$ cat config.mk
export PLATFORM = sky130hd
export DESIGN_NAME = pipe_ctrl
export DESIGN_NICKNAME = d
export VERILOG_FILES = /design/src/rtl/pipe_ctrl.sv
export SDC_FILE = /design/constraint.sdc
export NUM_CORES = 1
export LEC_CHECK = 0
export ABC_AREA = 1
export BUFFER_PORTS_ARGS = -buffer_cell sky130_fd_sc_hd__buf_2
export CAP_MARGIN = 25
export CORE_AREA = 2 2 76 107
export CTS_CLUSTER_DIAMETER = 200
export DETAILED_ROUTE_END_ITERATION = 12
export DIE_AREA = 0 0 78 109
export HOLD_SLACK_MARGIN = 0.15
export PLACE_DENSITY = 0.82
export SYNTH_ARGS = -nofsm -noshare
export SYNTH_HDL_FRONTEND = slang
export SYNTH_SLANG_ARGS = --single-unit
$ cat constraint.sdc
create_clock -name clk -period 6.95 [get_ports clk]
set_input_delay 2.085 -clock clk [delete_from_list [all_inputs] [get_ports clk]]
set_output_delay 2.085 -clock clk [all_outputs]
set_load 0.05 [all_outputs]
$ cat src/rtl/pipe_ctrl.sv
// Pipeline sequencing: stall merge, mul/div hold, exception flush.
// Also keeps a saturating stall-cycle counter.
module pipe_ctrl (
  input  logic        clk,
  input  logic        rst,
  input  logic        stallreq_id,
  input  logic        stallreq_ex,
  input  logic        stallreq_mem,
  input  logic        excp_req,
  input  logic [31:0] excp_pc,
  input  logic        md_start,
  input  logic [5:0]  md_cycles,
  output logic [5:0]  stall,
  output logic        flush,
  output logic [31:0] new_pc,
  output logic        md_done,
  output logic        md_abort,
  output logic [31:0] stall_cnt
);

  typedef enum logic [1:0] {
    RUN   = 2'd0,
    BUSY  = 2'd1,
    FLUSH = 2'd2
  } state_t;

  localparam logic [5:0] V_MEM = 6'b011111;
  localparam logic [5:0] V_EX  = 6'b001111;
  localparam logic [5:0] V_ID  = 6'b000111;

  state_t     state;
  logic [5:0] md_cnt;
  logic [5:0] md_len;
  logic [5:0] req_vec;
  logic [5:0] md_hold;
  logic       cnt_max;

  assign md_len  = (md_cycles == 6'd0) ? 6'd1 : md_cycles;
  assign cnt_max = &stall_cnt;

  always_comb begin
    req_vec = '0;
    unique case (1'b1)
      stallreq_mem:
        req_vec = V_MEM;
      !stallreq_mem && stallreq_ex:
        req_vec = V_EX;
      !stallreq_mem && !stallreq_ex && stallreq_id:
        req_vec = V_ID;
      default:
        req_vec = '0;
    endcase
  end

  // EX is held from the md_start cycle until the final count.
  always_comb begin
    md_hold = '0;
    unique case (state)
      RUN:     md_hold = md_start ? V_EX : '0;
      BUSY:    md_hold = (md_cnt > 6'd1) ? V_EX : '0;
      default: md_hold = '0;
    endcase
  end

  always_comb begin
    stall = '0;
    if (!rst && (state == RUN || state == BUSY))
      stall = req_vec | md_hold;
  end

  always_ff @(posedge clk) begin
    if (rst) begin
      state     <= RUN;
      md_cnt    <= '0;
      flush     <= 1'b0;
      new_pc    <= '0;
      md_done   <= 1'b0;
      md_abort  <= 1'b0;
      stall_cnt <= '0;
    end else begin
      flush    <= 1'b0;
      md_done  <= 1'b0;
      md_abort <= 1'b0;
      if (stall[0] && !cnt_max)
        stall_cnt <= stall_cnt + 32'd1;
      unique case (state)
        RUN: begin
          if (excp_req) begin
            state  <= FLUSH;
            flush  <= 1'b1;
            new_pc <= excp_pc;
          end else if (md_start) begin
            state   <= BUSY;
            md_cnt  <= md_len;
            md_done <= (md_len == 6'd1);
          end
        end
        BUSY: begin
          if (excp_req) begin
            state    <= FLUSH;
            md_cnt   <= '0;
            flush    <= 1'b1;
            new_pc   <= excp_pc;
            md_abort <= 1'b1;
          end else begin
            md_cnt  <= md_cnt - 6'd1;
            md_done <= (md_cnt == 6'd2);
            if (md_cnt <= 6'd1)
              state <= RUN;
          end
        end
        FLUSH:
          state <= RUN;
        default:
          state <= RUN;
      endcase
    end
  end

endmodule

======== Word level (Yosys, flattened, before mapping) ========
Cells that the tools add are included.
storage, ports and cells
  bits of input ports ..................... 45
  word-level logic and storage cells ...... 61
  bits in registers ....................... 75
  output and inout port bits .............. 73
cells by class
  bitwise gates (word level) .............. 3
  equality and inequality tests ........... 7
  reductions and logical operators ........ 20
  muxes and demuxes ....................... 20
  order comparisons ....................... 2
  add/subtract/negate cells ............... 2
operators with widths
  kind                                                            count
  adder 32 x 1 -> 32 bit, second input constant                   1
  AND reduction 32 bit                                            1
  2-to-1 mux 6 bit                                                5
  case mux 5 bit (3 select lines)                                 1
  case mux 6 bit (2 select lines)                                 1
  2-to-1 mux 2 bit                                                4
  2-to-1 mux 4 bit                                                2
  case mux 4 bit (2 select lines)                                 1
  == test 6 x 1 -> 1 bit, second input constant                   1
  == test 6 x 2 -> 1 bit, second input constant                   1
  greater-than comparator 6 x 1 -> 1 bit, second input constant   1
  less-or-equal comparator 6 x 1 -> 1 bit, second input constant  1
  logical NOT 6 bit                                               1
  bitwise OR 6 bit                                                1
  OR reduction 2 bit                                              3
  subtractor 6 x 1 -> 6 bit, second input constant                1
  logical AND 1 bit                                               5
  logical NOT 1 bit                                               4
  2-to-1 mux 1 bit                                                4
  != test 2 bit, second input constant                            2
  case mux 2 bit (2 select lines)                                 1
  AND reduction 2 bit                                             2
  != test 3 x 2 -> 1 bit, second input constant                   1
  != test 3 bit, second input constant                            1
  other kinds (7)                                                 8

======== Longest topological paths before layout ========
Gate-level depths: netlist of run 1.
  depth in word-level cells ............... 7
  depth in mapped cells ................... 12
  depth with buffers taken out ............ 12

======== Worst setup path after synthesis of run 1 ========
Ideal clock, no wire load.
  kind .................................... input to output
  start ................................... input stallreq_ex
  end ..................................... output stall[1]
  required time ........................... 4.865 ns
  cell stages on the path ................. 6
  data arrival time ....................... 3.350 ns
  setup slack ............................. 1.515 ns
  path through ............................ or2_2 nor2_1 nand3_4 nand2_1 inv_1 buf_4
between the ends
  longest elaborated chain between the ends .. 6
  elaborated cells on any way between the ends .. 7
RTL lines
  element                              line  RTL
  start: declaration                   7     input logic stallreq_ex,
  logical NOT 1 bit                    48    !stallreq_mem && !stallreq_ex && stallreq_id:
  logical AND 1 bit (2 in series)      48
  case mux 5 bit (3 select lines) (*)  43    unique case (1'b1)
  bitwise OR 6 bit (*)                 68    stall = req_vec | md_hold;
  2-to-1 mux 6 bit (*)                 67    if (!rst && (state == RUN || state == BUSY))
  end: declaration                     13    output logic [5:0] stall,
Mark *: on every way between the ends. The rest lies on a longest branch, timed or not.

======== Final worst setup path of run 1 ========
  start ................................... input rst
  end ..................................... output stall[0]
between the ends
  longest elaborated chain between the ends .. 3
RTL lines
  element             line  RTL
  start: declaration  5     input logic rst,
  logical NOT 1 bit   67
  logical AND 1 bit   67
  2-to-1 mux 6 bit    67
No other way between the ends.

==> Implementation_results.wiki, run 1 <==
{| class="wikitable"
! Metric !! Value
|-
| Run status || finished clean
|-
| CP Buf/Inv Count || 3
|-
| Post-Synthesis Cells || between 500 and 600
|-
| Most frequent CP cell || buf_2
|-
| Fraction of power consumed by sequential logic || 0.477
|-
| Crit path DAT || between 3000 and 4000 ps
|-
| Startpoint type of the worst setup path || primary input
|-
| Number of buffers created by CTS || 9
|-
| Die Y-Extent || 109 um
|-
| Slew Limit Headroom || 0.372
|-
| CP Depth || 5
|-
| Number of distinct library cell variants in the gate-level netlist after synthesis || 33
|-
| Register bit count reported by yosys || 75
|-
| GR Overflow Total || 0
|-
| Post-DR wirelength/cell || 13.2 um
|-
| Area of placed instances || approximately 0.0046 mm2
|-
| Layout Nets || 747
|-
| Initial drt markers || 168
|-
| Type of destination of the critical path || output pin
|-
| Placeable core area || 0.00761 mm2
|-
| Cell leakage power || 2.13 nW
|-
| Cell depth of the worst min-delay path || 2
|-
| Global-route total usage across every layer || 0.256
|-
| YS warnings || 0
|-
| Clock sinks || 75
|-
| Row cnt || 38
|-
| Class of the tightest hold or removal check || reg2reg
|-
| Max Fanout on Critical Path || 11
|-
| Root Driver || clkbuf_8
|-
| Syn Std Cell Area || 0.00406 mm2
|-
| Setup tns final || 0 ps
|-
| Part of the cycle the worst path needs || 0.798
|-
| Largest net degree at the start of global routing || 39
|-
| Pins over their slew limit || 0
|-
| Largest clock skew in the final design || 7.93 ps
|-
| Insertion delay to the later sink of the worst-skew pair || 370 ps
|-
| Gpl congestion || 0.964
|-
| Layout overhead on the synthesized area || 18.7%
|-
| Max H-tree Level || 3
|-
| Vias after detailed routing || 4192
|-
| Proportion of power drawn by combinational gates || 0.182
|-
| DRC violation count after routing || 0
|-
| IR drop worst, VDD || 0.000152 V
|-
| Switching part of the total power || 0.346
|-
| Max capacitance violation total || 0
|-
| Detailed Routing Iterations Pass 1 || 4
|-
| Post-synth net total || 642
|-
| Vias in the first global route || 4046
|-
| Internal cell power || 0.633 mW
|-
| Slowest cell on the critical path || nor2_1
|-
| Clk network pwr share || 0.341
|-
| Final design area excluding fillers || 0.00482 mm2
|-
| Synthesized area per cell || 6.85 um2
|-
| Routed vias/inst || ~5.2
|-
| Power density over the cells || between 200 and 250 mW/mm2
|-
| Power after layout || between 0.9 and 1 mW
|-
| Critical path type || in2out
|-
| CP cell instances || buf_2 > nor2_1 > nand2_1 > inv_1 > buf_2
|-
| Number of endpoints with negative hold slack in the final report || 0
|-
| Slew at the pin with the worst max-slew slack || 941 ps
|-
| Die footprint || 0.00850 mm2
|-
| RSZ-0062 raised after global routing || false
|-
| First-pass GRT wire length || 17.4 mm
|-
| Port Buf Inserts || around 120
|-
| Fraction of final layout cells sized beyond drive strength 1 || 0.277
|-
| Highest clock rate || around 180 MHz
|-
| Remaining antenna violation count || 0
|-
| Post-CTS setup buffer count || 0
|-
| Setup Viol. Count Final || 0
|-
| Clock tree from TritonCTS || yes
|-
| Aggregate routed wire length || between 10 and 15 mm
|-
| Number of gates resized after CTS || 0
|-
| Hold Buf Count CTS || 0
|-
| Initial antenna violation count || 0
|-
| Sequential element share of the synthesized area || 0.370
|-
| Cell count of the worst reg-to-reg path || 11
|-
| Required time of the worst setup path || a little under 5000 ps
|-
| DPL Wire Length || 7.86 mm
|-
| Top Ports || 118
|-
| Initial cell density of the core || 0.534
|-
| Clock transition at the registers of the reported paths || 90 ps
|-
| Top delay family on crit path || simple AND/OR/NAND/NOR gates
|-
| Die Width || between 70 and 80 um
|-
| Number of placed instances with taps included || 787
|-
| Power dissipated by switching net loads || 0.334 mW
|-
| Bufs on Longest Clock Path || 2
|-
| Min cycle time layout || 5550 ps
|-
| Number of antenna repair diodes || 0
|-
| Number of cells in the finished layout apart from fillers || between 800 and 900
|-
| Stage delay of the slowest cell on the critical path || 560 ps
|}
## area by class of cell
| type | instances | area (um2) |
|---|---|---|
| fill | 733 | 2790 |
| multi-input combinational | 464 | 2300 |
| sequential | 75 | 1500 |
| timing repair buffer | 118 | 596 |
| tap | 100 | 125 |
| clock buffer | 9 | 124 |
| inverter | 30 | 114 |
| clock inverter | 7 | 65.1 |
## synth_stat cells
cell	n	area (um2)
a22oi_1	1	7.51
clkinv_2	1	5.00
buf_2	2	10.0
a21oi_2	30	263
nand2_2	16	100
nor2_4	3	33.8
buf_8	2	30.0
nand4_1	9	56.3
nand2_4	1	11.3
nand3_1	6	30.0
nor3_1	2	10.0
inv_1	29	109
o22ai_1	2	12.5
clkbuf_1	13	48.8
xor2_1	11	96.3
o21ai_1	4	20.0
buf_12	1	20.0
dfxtp_1	75	1500
nand2_1	164	616
or2_2	2	12.5
buf_4	5	37.5
ha_1	4	50.1
buf_1	1	3.75
nand3_4	3	52.6
conb_1	1	3.75
a21oi_1	10	50.1
o21ai_0	36	180
nor2_2	4	25.0
a31o_2	1	8.76
nor2_1	134	503
nand3b_1	16	120
xnor2_1	3	26.3
a211oi_1	1	7.51
## worst reg2reg max path, delay by kind of cell (launching register included)
kind	cells	cell delay (ps)
flip-flops	1	360
adder cells (fa/ha/maj)	1	260
AO/OA/AOI/OAI	1	140
AND/OR/NAND/NOR	7	1200
buffers and inverters	2	160
## sequential cells by signal, summed over array words and instances, names as in the netlist
register / flops
flush: 1
md_abort: 1
md_cnt: 6
md_done: 1
new_pc: 32
stall_cnt: 32
state: 2
## cells by family (layout without fill, tap and decap cells)
| family | count (synthesis) | count (layout) | share of synthesized area |
|---|---|---|---|
| AND/OR/NAND/NOR | 360 | 360 | 0.387 |
| buffers and inverters | 54 | 164 | 0.0650 |
| AO/OA/AOI/OAI | 85 | 85 | 0.135 |
| flip-flops | 75 | 75 | 0.370 |
| other | 1 | 1 | 0.000923 |
| adder cells (fa/ha/maj) | 4 | 4 | 0.0123 |
| XOR/XNOR | 14 | 14 | 0.0302 |
## per-layer routing
metal / up-vias / global-route usage / part of all wire
li1: 2090 / - / -
met1: 1910 / 0.258 / 0.38
met2: 160 / 0.473 / 0.51
met3: 32 / 0.0613 / 0.067
met4: 0 / 0.153 / 0.044
met5: - / 0 / 0
## stage by stage
stage,setup WS (ps),util,hold WS (ps)
after floorplan,1510,-,460
after global routing,1220,0.634,536
final,1400,0.634,507
after global placement,1410,0.609,475
after CTS,1370,0.634,513
after detailed placement,1370,0.609,485
## power by group through the flow
stage | combinational (mW) | sequential [mW] | clock (mW)
4_1_cts | 0.176 | 0.461 | 0.336
5_1_grt | 0.189 | 0.464 | 0.353
2_1_floorplan | 0.0811 | 0.525 | 0
6_report | 0.176 | 0.462 | 0.330
3_5_place_dp | 0.176 | 0.471 | 0
3_3_place_gp | 0.172 | 0.470 | 0
## cells in the final DEF, fill, tap and decap left out, types with 4 or more instances in the layout
cell type  count
a21oi_2       30
nor2_2         4
xor2_1        11
nand2_2       16
nor2_1       134
nand2_1      164
o21ai_1        4
o21ai_0       36
clkbuf_8       9
a21oi_1       10
buf_2        116
dfxtp_1       75
nand3_1        6
inv_1         29
ha_1           4
nand4_1        9
nand3b_1      16
## path summary, 6_finish.rpt
check | from | slack (ps) | end
max | rst | 1400 | stall[0]
min | new_pc[10] | 510 | new_pc[10]
max reg2reg | md_cnt[0] | 4770 | stall_cnt[11]
min reg2reg | new_pc[10] | 510 | new_pc[10]
Power figures use the tool's default switching activity.
==> inputs of run 2 (changes only) <==
- CORE_AREA: 2 2 76 107 -> 2 2 82 115
- DIE_AREA: 0 0 78 109 -> 0 0 84 117
- PLACE_DENSITY: 0.82 -> 0.75
- clock period: 6.95 -> 4.7 ns (I/O delays scaled with it)
==> Implementation_results.wiki, run 2 (synthesis results as in run 1) <==
{| class="wikitable"
! Metric !! Value
|-
| Global-route total usage across every layer || 0.221 (-0.0343)
|-
| Stage delay of the slowest cell on the critical path || 290 ps (-270 ps)
|-
| Met3 Wirelength || 648 um (-8.5%)
|-
| First-pass GRT wire length || 17.5 mm (+0.67%)
|-
| Setup tns final || 0 ps (unchanged)
|-
| Biggest regs || new_pc: 32 flops, stall_cnt: 32 flops, md_cnt: 6 flops
|-
| Placeable core area || 0.00887 mm2 (+17%)
|-
| Max Fanout on Critical Path || 9 (-2)
|-
| Die Y-Extent || 117 um (+7.3%)
|-
| DRC violation count after routing || 0 (unchanged)
|-
| IR drop worst, VDD || 0.000254 V (+67%)
|-
| Die footprint || 0.00983 mm2 (+16%)
|-
| Layout overhead on the synthesized area || 20.9%
|-
| Number of gates resized after CTS || 0 (unchanged)
|-
| Root Driver || clkbuf_16
|-
| Worst Hold Launch || new_pc[7]
|-
| Hold Crit Endpoint || new_pc[7]
|-
| CP Buf/Inv Count || 3 (unchanged)
|-
| Met2 wirelength from detailed routing || 5.40 mm (+0.33%)
|-
| Insertion delay to the later sink of the worst-skew pair || 330 ps (-40 ps)
|-
| Number of buffers created by CTS || 9 (unchanged)
|-
| Most frequent cells in the layout || nand2_1 (164), nor2_1 (134), buf_2 (116)
|-
| Min cycle time layout || 4060 ps
|-
| Power density over the cells || 318 mW/mm2 (+58%)
|-
| Run status || finished clean
|-
| Largest clock skew in the final design || 3.21 ps (-4.72 ps)
|-
| Fraction of final layout cells sized beyond drive strength 1 || 0.275 (-0.00284)
|-
| Post-Route M1 WL || 4.22 mm (+4.2%)
|-
| Power after layout || 1.56 mW (+61%)
|-
| Initial antenna violation count || 0 (unchanged)
|-
| Top delay family on crit path || simple AND/OR/NAND/NOR gates
|-
| Die Width || 84 um (+7.7%)
|-
| Most common library cell in the layout ignoring fill and taps || nand2_1
|-
| Hold Buf Count CTS || 0 (unchanged)
|-
| Highest clock rate || between 200 and 250 MHz
|-
| Cell count of the worst reg-to-reg path || 11 (unchanged)
|-
| Initial drt markers || 220 (+31%)
|-
| Setup Viol. Count Final || 0 (unchanged)
|-
| CP cell instances || buf_2 > or2_2 > nor2_1 > nand3_4 > nand2_1 > inv_1 > buf_2
|-
| Max capacitance violation total || 0 (unchanged)
|-
| Slowest cell on the critical path || or2_2
|-
| CP Depth || 7 (+2)
|-
| Worst-case register-to-register setup slack || 2570 ps (-2200 ps)
|-
| Bufs on Longest Clock Path || 2 (unchanged)
|-
| Layout Nets || 748 (+0.13%)
|-
| Startpoint type of the worst setup path || primary input
|-
| Class of the tightest hold or removal check || reg2reg
|-
| Top Ports || 118 (unchanged)
|-
| Worst R2R End || stall_cnt[16]
|-
| Part of the cycle the worst path needs || 0.864
|-
| Clock transition at the registers of the reported paths || 50 ps (-40 ps)
|-
| Row cnt || 41 (+7.9%)
|-
| Pins over their slew limit || 0 (unchanged)
|-
| Type of destination of the critical path || output pin
|-
| Clock sinks || 75 (unchanged)
|-
| Number of endpoints with negative hold slack in the final report || 0 (unchanged)
|-
| Critical register-to-register path startpoint || md_cnt[0]
|-
| Cell leakage power || 2.17 nW (+2.0%)
|-
| Post-CTS setup buffer count || 0 (unchanged)
|-
| Most frequent CP cell || buf_2
|-
| GR Overflow Total || 0 (unchanged)
|-
| Aggregate routed wire length || 10.6 mm (-0.32%)
|-
| Required time of the worst setup path || 3290 ps (-1580 ps)
|-
| Vias in the first global route || 3867 (-4.4%)
|-
| Post-DR wirelength/cell || 13.1 um (-1.2%)
|-
| Initial cell density of the core || 0.458 (-0.0762)
|-
| Max H-tree Level || 3 (unchanged)
|-
| DPL Wire Length || 7.86 mm (about the same)
|-
| Port Buf Inserts || 116 (unchanged)
|-
| Largest net degree at the start of global routing || 39 (unchanged)
|-
| Slew at the pin with the worst max-slew slack || 963 ps (+21.9 ps)
|-
| RSZ-0062 raised after global routing || false
|-
| Crit path DAT || 2650 ps (-810 ps)
|-
| Highest routed layer || met4
|-
| Cell depth of the worst min-delay path || 2 (unchanged)
|-
| Critical path type || in2out
|-
| Vias after detailed routing || 4079 (-2.7%)
|-
| Clock tree from TritonCTS || yes
|-
| Routed vias/inst || 5.04 (-3.5%)
|-
| Detailed Routing Iterations Pass 1 || 5 (+1)
|-
| Remaining antenna violation count || 0 (unchanged)
|-
| Gpl congestion || 0.949 (-1.6%)
|-
| Number of antenna repair diodes || 0 (unchanged)
|-
| Slew Limit Headroom || 0.358 (-0.0146)
|}
[run 2: worst max path at each step]
stage | endpoint | startpoint | slack [ps]
final | stall[0] | stallreq_ex | 640
after global routing | stall[2] | stallreq_mem | 520
after CTS | stall[2] | stallreq_ex | 620
after detailed placement | stall[2] | stallreq_ex | 620
after global placement | stall[0] | stallreq_ex | 650
after floorplan | stall[1] | stallreq_ex | 610
[run 2: layout make-up]
cell class,instances,area (um2)
Fill cell,887,3970
Sequential cell,75,1500
Tap cell,107,134
Timing Repair Buffer,119,603
Inverter,30,114
Clock buffer,12,246
Clock inverter,3,15.0
Multi-Input combinational cell,464,2300
[run 2: per-layer routing]
metal  up-vias  track usage
met5         -            0
met4         0        0.110
met3        20       0.0463
met2       136        0.410
met1      1827        0.240
li1       2096            -
[run 2: metrics by stage]
step | setup WS [ps] | cells | util | hold slack, ps | area [um2]
after floorplan | 615 | 593 | - | 460 | 4060
after global routing | 522 | 810 | 0.553 | 528 | 4910
after CTS | 616 | 810 | 0.553 | 495 | 4910
after detailed placement | 621 | 795 | 0.524 | 479 | 4650
after global placement | 648 | 795 | 0.524 | 472 | 4650
final | 641 | 810 | 0.553 | 496 | 4910
[run 2: report_power, final]
| group | leakage, nW | internal, mW | total, mW | switching, mW |
|---|---|---|---|---|
| combinational | 1.42 | 0.0664 | 0.261 | 0.194 |
| clock | 0.132 | 0.366 | 0.616 | 0.250 |
| sequential | 0.614 | 0.666 | 0.684 | 0.0178 |
[run 2: worst min-delay path: stages, from the launching register on]
cell and delay, ps:
dfxtp_1 320, o21ai_1 70, nor2_1 70
==> inputs of run 3 (changes only) <==
- CELL_PAD_IN_SITES_DETAIL_PLACEMENT: default -> 1
- CELL_PAD_IN_SITES_GLOBAL_PLACEMENT: default -> 2
- CORE_AREA: 2 2 82 115 -> 2 2 111 156
- DIE_AREA: 0 0 84 117 -> 0 0 113 158
- PLACE_DENSITY: 0.75 -> default
- PLACE_DENSITY_LB_ADDON: default -> 0.1
==> Implementation_results.wiki, run 3 (synthesis results as in run 1) <==
{| class="wikitable"
! Metric !! Value
|-
| Run status || finished, violations left
|-
| Failing checks || design-rule violations
|-
| Insertion delay to the later sink of the worst-skew pair || 360 ps (+30 ps)
|-
| Port Buf Inserts || 116 (unchanged)
|-
| Critical path type || in2out
|-
| Setup tns final || 0 ps (unchanged)
|-
| Clock transition at the registers of the reported paths || 70 ps (+20 ps)
|-
| CP Buf/Inv Count || 3 (unchanged)
|-
| Layout Nets || 750 (+0.27%)
|-
| Min cycle time layout || 4070 ps (+9.95 ps)
|-
| Most frequent cells in the layout || nand2_1 (164), nor2_1 (133), buf_2 (116)
|-
| Number of buffers created by CTS || 9 (unchanged)
|-
| Number of antenna repair diodes || 0 (unchanged)
|-
| Slowest cell on the critical path || or2_2
|-
| Placeable core area || 0.0165 mm2 (+86%)
|-
| IR drop worst, VDD || 0.000150 V (-41%)
|-
| Gpl congestion || 0.794 (-16%)
|-
| Pins over their slew limit || 0 (unchanged)
|-
| Final design area excluding fillers || 0.00516 mm2 (+5.1%)
|-
| Number of endpoints with negative hold slack in the final report || 0 (unchanged)
|-
| Clock tree from TritonCTS || yes
|-
| Number of gates resized after CTS || 0 (unchanged)
|-
| Aggregate routed wire length || 14.0 mm (+32%)
|-
| Vias in the first global route || 4362 (+13%)
|-
| Class of the tightest hold or removal check || reg2reg
|-
| Pre-CTS setup slack || 626 ps (+4.63 ps)
|-
| Top Ports || 118 (unchanged)
|-
| Type of destination of the critical path || output pin
|-
| DRC violation count after routing || 3 (+3)
|-
| Setup Viol. Count Final || 0 (unchanged)
|-
| Most common library cell in the layout ignoring fill and taps || nand2_1
|-
| DPL Wire Length || 10.5 mm (+34%)
|-
| Stage delay of the slowest cell on the critical path || 290 ps (about the same)
|-
| Remaining antenna violation count || 0 (unchanged)
|-
| Top delay family on crit path || simple AND/OR/NAND/NOR gates
|-
| Post-DR wirelength/cell || 15.4 um (+18%)
|-
| Fraction of final layout cells sized beyond drive strength 1 || 0.282 (+0.00733)
|-
| Initial antenna violation count || 0 (unchanged)
|-
| Largest net degree at the start of global routing || 35 (-10%)
|-
| Cell leakage power || 2.22 nW (+2.5%)
|-
| Part of the cycle the worst path needs || 0.866 (+0.00212)
|-
| Initial drt markers || 113 (-49%)
|-
| Layout overhead on the synthesized area || 27.0%
|-
| Max capacitance violation total || 0 (unchanged)
|-
| Clock sinks || 75 (unchanged)
|-
| GR Overflow Total || 0 (unchanged)
|-
| Max H-tree Level || 3 (unchanged)
|-
| Filler cells || 2101 (+140%)
|-
| Row cnt || 56 (+37%)
|-
| Crit path DAT || 2660 ps (about the same)
|-
| Routed vias/inst || 4.61 (-8.5%)
|-
| Power density over the cells || 341 mW/mm2 (+7.3%)
|-
| CP cell instances || buf_2 > or2_2 > nor2_1 > nand3_4 > nand2_1 > inv_1 > buf_2
|-
| Startpoint type of the worst setup path || primary input
|-
| Die footprint || 0.0179 mm2 (+82%)
|-
| Hold Buf Count CTS || 0 (unchanged)
|-
| Most frequent CP cell || buf_2
|-
| Detailed Routing Iterations Pass 1 || 8 (+3)
|-
| Root Driver || clkbuf_16
|-
| Vias after detailed routing || 4188 (+2.7%)
|-
| Required time of the worst setup path || 3290 ps (about the same)
|-
| Area of placed instances || 0.00480 mm2 (+3.2%)
|-
| Slew at the pin with the worst max-slew slack || 639 ps (-324 ps)
|-
| Die Width || 113 um (+35%)
|-
| Bufs on Longest Clock Path || 2 (unchanged)
|-
| Global-route total usage across every layer || 0.160 (-0.0609)
|-
| Biggest regs || new_pc: 32 flops, stall_cnt: 32 flops, md_cnt: 6 flops
|-
| Initial cell density of the core || 0.246 (-0.212)
|-
| PnR worst setup slack || 631 ps (-9.95 ps)
|-
| Max Fanout on Critical Path || 9 (unchanged)
|-
| RSZ-0062 raised after global routing || false
|-
| Slew Limit Headroom || 0.573 (+0.216)
|-
| Highest clock rate || 246 MHz (-0.24%)
|-
| First-pass GRT wire length || 22.4 mm (+28%)
|-
| Post-CTS setup buffer count || 0 (unchanged)
|-
| Die Y-Extent || 158 um (+35%)
|-
| Largest clock skew in the final design || 13.9 ps (+10.7 ps)
|}
-- run 3: cell count changes in the layout (fill, tap and decap cells not counted), sizes merged --
cell | before | now
clkinvlp | 0 | 1
clkbuf | 12 | 10
inv | 29 | 32
clkinv | 4 | 1
bufinv | 0 | 2
buf | 119 | 121
-- run 3: where the power goes --
| part | switching (mW) | internal, mW |
|---|---|---|
| Sequential | 0.0179 | 0.665 |
| Clock | 0.319 | 0.486 |
| Combinational | 0.201 | 0.0714 |
| Total | 0.537 | 1.22 |
-- run 3: final cells by class --
| cell class | count | area, um2 | share of cell area |
|---|---|---|---|
| multi-input combinational | 464 | 2300 | 0.446 |
| inverter | 30 | 114 | 0.0221 |
| clock buffer | 10 | 239 | 0.0463 |
| tap | 203 | 254 | 0.0492 |
| clock inverter | 6 | 93.8 | 0.0182 |
| sequential | 75 | 1500 | 0.291 |
| timing repair buffer | 121 | 658 | 0.128 |
-- run 3: per-layer routing --
layer	track usage	wire length [um]	up-vias
met5	0	0	-
met1	0.173	5530	1997
li1	-	-	2101
met3	0.0318	575	14
met4	0.0703	276	0
met2	0.301	7610	76
-- run 3: final timing paths --
path | startpoint | end | slack, ps | cells after the start
worst min-delay path | state[0] | md_abort | 500 | 2
worst max register to register | stall_cnt[0] | stall_cnt[19] | 2500 | 9
worst min register to register | state[0] | md_abort | 500 | 2
worst max-delay path | stallreq_ex | stall[2] | 630 | 7
-- run 3: worst reg2reg max path, cell delays in order, from the launching register on --
cell and delay, ps:
dfxtp_1 460, ha_1 400, nand3_4 150, clkinv_2 110, nand2_2 70, nor2_4 160
nand2_4 110, nand3_4 360, nand2_1 160, a21oi_2 150
-- run 3: through the flow --
step / instances / util / power, mW / hold slack, ps
2_1_floorplan: 593 / - / 0.896 / 460
3_3_place_gp: 891 / 0.289 / 0.964 / 475
3_5_place_dp: 892 / 0.290 / 0.971 / 486
4_1_cts: 908 / 0.310 / 1.79 / 502
5_1_grt: 909 / 0.312 / 1.84 / 531
6_report: 909 / 0.312 / 1.76 / 496
